**src/rtl/jtbubl_pal_dma_if.sv**
```systemverilog
// Palette DMA bus bundle: source RAM read port, CPU palette access
// and the muxed palette port toward the colour mixer.
`timescale 1ns/1ps

interface jtbubl_pal_dma_if #(
    parameter int AW = 9
);
    logic          src_cs;
    logic [AW-1:0] src_addr;
    logic [7:0]    src_data;

    logic          cpu_cs;
    logic          cpu_rnw;
    logic [AW-1:0] cpu_addr;
    logic [7:0]    cpu_dout;

    logic          pal_cs;
    logic          pal_rnw;
    logic [AW-1:0] pal_addr;
    logic [7:0]    pal_din;

    modport master (
        output src_cs,
        output src_addr,
        input  src_data,
        input  cpu_cs,
        input  cpu_rnw,
        input  cpu_addr,
        input  cpu_dout,
        output pal_cs,
        output pal_rnw,
        output pal_addr,
        output pal_din
    );

    modport slave (
        input  src_cs,
        input  src_addr,
        output src_data,
        output cpu_cs,
        output cpu_rnw,
        output cpu_addr,
        output cpu_dout,
        input  pal_cs,
        input  pal_rnw,
        input  pal_addr,
        input  pal_din
    );
endinterface

```
**src/rtl/jtbubl_pal_dma.sv**
```systemverilog
// Copies 2^AW bytes from source RAM into the palette during vblank,
// with the CPU always taking priority on the palette port.
`timescale 1ns/1ps

module jtbubl_pal_dma #(
    parameter int AW = 9
) (
    input  logic clk,
    input  logic rst_n,
    input  logic LVBL,
    input  logic start,
    output logic busy,
    output logic done,
    jtbubl_pal_dma_if.master bus
);

    typedef enum logic [2:0] {
        IDLE,
        ARM,
        RD,
        CAP,
        WR
    } state_t;

    localparam logic [AW-1:0] LAST = '1;

    state_t        state;
    logic [AW-1:0] cnt;
    logic [7:0]    data_r;
    logic          pending;
    logic [AW-1:0] last_addr;
    logic [7:0]    last_din;
    logic          dma_wr;

    // A DMA write only happens when the CPU is off the port in vblank
    assign dma_wr = (state == WR) && !bus.cpu_cs && !LVBL;

    assign bus.src_cs   = (state == RD);
    assign bus.src_addr = cnt;

    // Copy sequencer: one byte per RD/CAP/WR round, requests merged
    always_ff @(posedge clk or negedge rst_n) begin
        if (!rst_n) begin
            state     <= IDLE;
            cnt       <= '0;
            data_r    <= 8'd0;
            pending   <= 1'b0;
            busy      <= 1'b0;
            done      <= 1'b0;
            last_addr <= '0;
            last_din  <= 8'd0;
        end else begin
            done <= 1'b0;
            if (start && state != IDLE) begin
                pending <= 1'b1;
            end
            unique case (state)
                IDLE: begin
                    if (start) begin
                        state   <= ARM;
                        cnt     <= '0;
                        busy    <= 1'b1;
                        pending <= 1'b0;
                    end
                end
                ARM: begin
                    if (!LVBL) begin
                        state <= RD;
                    end
                end
                RD: begin
                    state <= CAP;
                end
                CAP: begin
                    data_r <= bus.src_data;
                    state  <= WR;
                end
                WR: begin
                    if (dma_wr) begin
                        last_addr <= cnt;
                        last_din  <= data_r;
                        if (cnt == LAST) begin
                            cnt  <= '0;
                            done <= 1'b1;
                            if (pending || start) begin
                                state   <= ARM;
                                pending <= 1'b0;
                            end else begin
                                state <= IDLE;
                                busy  <= 1'b0;
                            end
                        end else begin
                            cnt   <= cnt + 1'b1;
                            state <= LVBL ? ARM : RD;
                        end
                    end
                end
                default: begin
                    state <= IDLE;
                end
            endcase
        end
    end

    // Palette port mux: CPU first, then DMA, else park on last DMA values
    always_comb begin
        bus.pal_cs   = 1'b0;
        bus.pal_rnw  = 1'b1;
        bus.pal_addr = last_addr;
        bus.pal_din  = last_din;
        if (bus.cpu_cs) begin
            bus.pal_cs   = 1'b1;
            bus.pal_rnw  = bus.cpu_rnw;
            bus.pal_addr = bus.cpu_addr;
            bus.pal_din  = bus.cpu_dout;
        end else if (dma_wr) begin
            bus.pal_cs   = 1'b1;
            bus.pal_rnw  = 1'b0;
            bus.pal_addr = cnt;
            bus.pal_din  = data_r;
        end
    end

endmodule

```
**src/flat_wrapper.sv**
```systemverilog
// flat-port wrapper written by rule: the top's interface ports become plain ports
module jtbubl_pal_dma_flat 
#(
    parameter int AW = 9
)
  (clk, rst_n, LVBL, start, busy, done, bus_src_cs, bus_src_addr, bus_src_data, bus_cpu_cs, bus_cpu_rnw, bus_cpu_addr, bus_cpu_dout, bus_pal_cs, bus_pal_rnw, bus_pal_addr, bus_pal_din);
  jtbubl_pal_dma_if #(.AW(AW)) bus_i ();
  input  logic clk;
  input  logic rst_n;
  input  logic LVBL;
  input  logic start;
  output logic busy;
  output logic done;
  output wire logic [$bits(bus_i.src_cs)-1:0] bus_src_cs;
  output wire logic [$bits(bus_i.src_addr)-1:0] bus_src_addr;
  input wire logic [$bits(bus_i.src_data)-1:0] bus_src_data;
  input wire logic [$bits(bus_i.cpu_cs)-1:0] bus_cpu_cs;
  input wire logic [$bits(bus_i.cpu_rnw)-1:0] bus_cpu_rnw;
  input wire logic [$bits(bus_i.cpu_addr)-1:0] bus_cpu_addr;
  input wire logic [$bits(bus_i.cpu_dout)-1:0] bus_cpu_dout;
  output wire logic [$bits(bus_i.pal_cs)-1:0] bus_pal_cs;
  output wire logic [$bits(bus_i.pal_rnw)-1:0] bus_pal_rnw;
  output wire logic [$bits(bus_i.pal_addr)-1:0] bus_pal_addr;
  output wire logic [$bits(bus_i.pal_din)-1:0] bus_pal_din;
  assign bus_src_cs = bus_i.src_cs;
  assign bus_src_addr = bus_i.src_addr;
  assign bus_i.src_data = bus_src_data;
  assign bus_i.cpu_cs = bus_cpu_cs;
  assign bus_i.cpu_rnw = bus_cpu_rnw;
  assign bus_i.cpu_addr = bus_cpu_addr;
  assign bus_i.cpu_dout = bus_cpu_dout;
  assign bus_pal_cs = bus_i.pal_cs;
  assign bus_pal_rnw = bus_i.pal_rnw;
  assign bus_pal_addr = bus_i.pal_addr;
  assign bus_pal_din = bus_i.pal_din;
  jtbubl_pal_dma #(.AW(AW)) u_core (.clk(clk), .rst_n(rst_n), .LVBL(LVBL), .start(start), .busy(busy), .done(done), .bus(bus_i));
endmodule
```
**config.mk**
```make
export PLATFORM = sky130hd
export DESIGN_NAME = jtbubl_pal_dma_flat
export DESIGN_NICKNAME = d
export VERILOG_FILES = /design/src/rtl/jtbubl_pal_dma_if.sv /design/src/rtl/jtbubl_pal_dma.sv /design/src/flat_wrapper.sv
export SDC_FILE = /design/constraint.sdc
export NUM_CORES = 1
export LEC_CHECK = 0
export CAP_MARGIN = 20
export CORE_ASPECT_RATIO = 0.75
export CORE_MARGIN = 5
export CORE_UTILIZATION = 40
export DETAILED_ROUTE_END_ITERATION = 16
export PLACE_DENSITY = 0.68
export SLEW_MARGIN = 10
export SYNTH_ARGS = -nofsm -noshare
export SYNTH_HDL_FRONTEND = slang
export SYNTH_SLANG_ARGS = --single-unit
```
**constraint.sdc**
```tcl
create_clock -name clk -period 2.1 [get_ports clk]
set_input_delay 0.525 -clock clk [delete_from_list [all_inputs] [get_ports clk]]
set_output_delay 0.525 -clock clk [all_outputs]
set_load 0.05 [all_outputs]
```
-- Word-level counts from Yosys, hierarchy flattened
Index checks and enable logic that the tools add are counted.
- memory bits (writable): 0
- output and inout port bits: 31
- bits in latches: 0
- word-level logic and storage cells: 64
- memories kept: 0
- bits in read-only memories: 0
- bits in registers: 40
- shifts and indexed selects: 0
- order comparisons: 0
- multipliers: 0
- multiplexer cells: 33
- $add $sub $neg: 1
- reduce and logical (&&, ||, !) cells: 12
- bitwise logic cells: 0
- div/mod/pow operators: 0
- eq/ne operators: 10
- operators by type and width (operator ; count):
    $mux W9 ; 5
    $pmux W9 S2 ; 1
    $mux W1 ; 17
    $mux W8 ; 2
    $pmux W3 S5 ; 1
    $mux W3 ; 4
    $add A9 B1 Y9 const B ; 1
    $eq A9 B9 Y1 const B ; 1
    $ne A2 B2 Y1 const B ; 4
    $eq A3 B2 Y1 const B ; 2
    $reduce_and A3 Y1 ; 2
    $reduce_and A5 Y1 ; 1
    $pmux W1 S2 ; 2
    $eq A3 B1 Y1 const B ; 1
    $eq A3 B3 Y1 const B ; 1
    $logic_and A1 B1 Y1 ; 3
    $logic_not A3 Y1 ; 1
    $reduce_bool A3 Y1 ; 1
    $logic_not A1 Y1 ; 2
    $mux W2 ; 1
    $ne A2 B1 Y1 const B ; 1
    $reduce_bool A2 Y1 ; 1
    $logic_or A1 B1 Y1 ; 1

-- Depth between registers and ports, before layout
- word-level depth: 7
- depth in mapped cells: 10

-- Worst setup path after synthesis
OpenSTA, ideal clock, no wires.
- path type: flip-flop to flip-flop
- start: reg u_core.cnt[0], in the netlist u_core.bus.src_addr[0]
- end: reg u_core.cnt[5], in the netlist u_core.bus.src_addr[5]
- slack: -0.335 ns
- path buffers: 1
- cell stages (with the launch flop): 11
- period minus slack after synthesis: 2.435 ns
- arrival: 2.339 ns
- setup time: 0.097 ns
- cell sequence: dfrtp_1 ha_1 and3_1 nand3_1 nor2_1 ha_1 or4b_1 buf_2 a31oi_1 o21ai_1 o31ai_1
- longest elaborated chain between the ends: 4
- elaborated cells on any way between the ends: 5
- classes of those cells: add/sub (1); eq/ne (1); mux (3)
- ends and longest elaborated chain (item ; RTL line ; source):
    from (decl) ; jtbubl_pal_dma.sv:28 ; logic [AW-1:0] cnt;
    from (signal assigned) ; jtbubl_pal_dma.sv:93 ; cnt <= cnt + 1'b1;
    $add A9 B1 Y9 or $eq A9 B9 Y1 (tied branches) ; jtbubl_pal_dma.sv:93, jtbubl_pal_dma.sv:82 ;
    $mux W9 (*) ; jtbubl_pal_dma.sv:82 ; if (cnt == LAST) begin
    $mux W9 (*) ; jtbubl_pal_dma.sv:79 ; if (dma_wr) begin
    $pmux W9 S2 (*) ; jtbubl_pal_dma.sv:57 ; unique case (state)
Mark *: on every way between the ends. The rest lies on a longest branch, timed or not. The select of a mux whose other input is x is not followed.
A chain may end at the register's enable or synchronous reset.

-- Final worst setup path
- start: reg u_core.state[1]
- end: out bus_pal_addr[8]
- longest elaborated chain between the ends: 5
- ends and longest elaborated chain (item ; RTL line ; source):
    from (decl) ; jtbubl_pal_dma.sv:27 ; state_t state;
    from (signal assigned) ; jtbubl_pal_dma.sv:94 ; state <= LVBL ? ARM : RD;
    $eq A3 B3 Y1 ; jtbubl_pal_dma.sv:36 ; assign dma_wr = (state == WR) && !bus.cpu_cs && !LVBL;
    $logic_and A1 B1 Y1 (2 in a row) ; jtbubl_pal_dma.sv:36 ;
    $mux W9 ; -- ;
    $mux W9 ; jtbubl_pal_dma.sv:111 ; if (bus.cpu_cs) begin
    to (decl) ; flat_wrapper.sv:23 ; output wire logic [$bits(bus_i.pal_addr)-1:0] bus_pal_addr;
No other way between the ends.

==> results.md <==
* Fraction of layout cells with a size suffix above 1 at 43.14%
* DP Worst Slack at -379.5 ps
* Failing checks: setup timing
* Vias in the first global route at 2031
* GP Congestion at 0.8699
* Final Power at 3259 uW
* DRT iter0 DRCs at 137
* Dominant synthesized flop cell: dfrtp_1
* Synthesized area at 2061 sq um
* Worst VDD drop at 0.5635 mV
* Vias at 2180
* Antenna diodes at 0
* Clock Power Share at 16.5%
* Vias per inst at 5.317
* Critical Path RT at 1570 ps
* Initial Utilization at 41.59%
* Final Cycle Share at 106.7%
* DIE AREA at 6702 sq um
* Hold Vio Cnt, Final at 0
* HPWL Detailed at 4394 um
* Clk_skew at 5.023 ps
* CP max FO at 6
* Nature of the critical path endpoint: output port
* Sequential share of the synthesized area at 48.57%
* GRT Overall Usage at 18.65%
* CTS Buf Count at 5
* WP data arrival at 1720 ps
* Die width at 92.88 um
* Remaining DRCs at 0
* Clock buffer depth at 2
* Combinational power share at 49.6%
* NetSw at 1212 uW
* CTS sink count at 40
* Final WS setup at -141.7 ps
* CTS clk-pin slew, worst paths at 70 ps
* Top-Level Pins at 62
* R2R depth at 13
* Grt ovf at 0
* P&R area growth vs syn at 83.30%
* R2R setup slack at -40 ps
* Mean routed wirelength per cell at 16.99 um
* Final instance area at 3777 sq um
* Clk_lat worst skew at 300 ps
* DRT antenna net count at 0
* Area leader, netlist: dfrtp_1
* Max Clock Freq at 446.1 MHz
* Post-DP Area at 3243 sq um
* Die Y at 72.16 um
* Cts hold-fix bufs at 0
* Final setup vio count at 21
* Leak Pwr at 0.001862 uW
* FF-to-FF Start: u_core.state[1]
* NumNets Final at 382
* Largest net degree at the start of global routing at 24
* Post-Syn Nets at 271
* Share of power burned in registers at 33.9%
* Max-slew violations at 0
* Max Cap Violations at 0
* Hold/Removal Path Class: in2async
* Htree depth at 2
* Synth cell types at 34
* Number of core rows at 22
* Internal at 2047 uW
* Clock root buffer: clkbuf_8
* Total Neg Setup Slack at -2155 ps
* Core area at 4955 sq um
* Status: finished, violations left
* Synth Register Bits at 40
* Core Util, Final at 76.24%
* RSZ-0062 raised after global routing: yes
* TritonCTS clock tree: done
* Final wirelength at 6966 um
* Mapped Cells at 238
* Worst setup SP type: flip-flop
* PD cells at 862.8 nW/um^2
* Syn avg cell area at 8.659 sq um
* Switching portion of total power at 37.20%
* TritonRoute pass-1 iters at 4
* Critical path class: reg2out
* Tightest Pin Transition at 546.8 ps
* Share of the synthesized area in the top cell type at 48.57%
* R2R Path End: u_core.bus.src_addr[7]
* Synth area leaders: dfrtp_1 49%, nand2_1 13%, nand3b_1 6.6%, nand3_1 5.6%, mux2_2 4.4%
* Async SR Flop Fraction at 100.0%
* Global-route wire length before repair at 9942 um
* Headroom to the max-slew limit at 63.44%
* Initial antenna violation count at 0
* PortBufs at 61
* Final min period at 2242 ps
* YS warnings at 0
* EDFF count, synth at 0
## registers in the layout (all words and copies together), names as in the netlist
name	cells
u_core.last_addr	9
u_core.last_din	8
u_core.done	1
u_core.pending	1
u_core.bus.src_addr	9
u_core.state	3
u_core.busy	1
u_core.data_r	8
## through the flow
stage,instances,hold slack (ps)
finish,410,188.6
global route,410,214.2
CTS,398,194.3
detailed placement,382,463.8
global placement,382,455.9
floorplan,238,229.4
## worst max-delay path by stage
stage / from / to / slack (ps) / depth (start not counted)
floorplan: u_core.bus.src_addr[1] / u_core.bus.src_addr[5] / -80 / 10
global placement: LVBL / bus_pal_addr[2] / -320 / 7
detailed placement: LVBL / bus_pal_addr[8] / -380 / 7
CTS: u_core.state[0] / bus_pal_addr[8] / -80 / 6
global route: u_core.state[1] / bus_pal_din[0] / -200 / 7
finish: u_core.state[1] / bus_pal_addr[8] / -140 / 7
## cells in the final DEF, fill, tap and decap left out, types with 2 or more instances in the layout
| master | instances |
|---|---|
| nand2_1 | 63 |
| buf_4 | 51 |
| dfrtp_1 | 38 |
| clkdlybuf4s50_1 | 28 |
| buf_12 | 24 |
| nand3b_1 | 18 |
| nand3_2 | 16 |
| nor2_1 | 9 |
| nand2_2 | 8 |
| mux2_2 | 8 |
| a21oi_1 | 6 |
| clkbuf_8 | 6 |
| nand3_1 | 5 |
| o21ai_1 | 5 |
| buf_6 | 5 |
| inv_1 | 4 |
| o21ai_0 | 4 |
| o21ai_2 | 3 |
| nor3_1 | 3 |
| clkbuf_16 | 3 |
| buf_8 | 3 |
| nand3_4 | 2 |
| a21o_1 | 2 |
| a31oi_4 | 2 |
| clkbuf_1 | 2 |
| dlygate4sd2_1 | 2 |
| dfrtp_2 | 2 |
## cell usage after synthesis, drive strengths merged (2+ instances only)
cell,number
ha,2
nand3b,18
mux2,8
a31oi,2
clkbuf,5
nor3b,3
nand3,23
nand2,73
nor3,3
nor2,11
o21ai,12
o31ai,3
inv,4
a21oi,7
a21o,2
and3,2
dfrtp,40
buf,8
## logic make-up (layout without fill, tap and decap cells)
| kind of cell | Yosys count | in the layout | share of synthesized area (%) |
|---|---|---|---|
| DFF | 40 | 40 | 48.57 |
| muxes | 8 | 8 | 4.372 |
| buffers and inverters | 17 | 129 | 3.886 |
| and+or+nand+nor | 140 | 140 | 32.42 |
| adders and majority gates | 2 | 2 | 1.214 |
| AOI/OAI and AO/OA | 31 | 31 | 9.532 |
## metal layers
layer  global-route usage (%)  part of all wire, %  up-vias  wire, um
li1                         -                    -     1042         -
met1                    26.79                   47     1055      3261
met2                    27.93                   46       70      3213
met3                    4.249                  5.2       13       360
met4                    6.179                  1.9        0       130
met5                        0                    0        -         0
## layout make-up
cell class / count / area [sq um]
fillers: 325 / 1177
flip-flops and latches: 40 / 1003
inverters: 4 / 15.01
well taps: 60 / 75.07
clock buffers: 8 / 90.09
repair buffers: 117 / 1343
multi-input cells: 181 / 1251
## critical path, cell delays in order (launching register included)
cell      delay, ps
dfrtp_1         420
nor3b_4         240
buf_6           150
nand2_8          80
buf_8           140
nand3b_1        110
nand3_2         110
buf_12          160
## what timing repair did
action,CTS,global route
pin swaps,5,17
cloned,0,3
resized for setup,25,32
setup endpoints to repair,22,24
setup buffers,8,10
## power by group through the flow
stage	clock network [uW]	logic, uW	registers [uW]
6_report	539	1620	1100
5_1_grt	580	1720	1120
4_1_cts	543	1490	1080
3_5_place_dp	0	1400	1090
3_3_place_gp	0	1380	1080
2_1_floorplan	0	781	1110
Power figures use the tool's default switching activity.
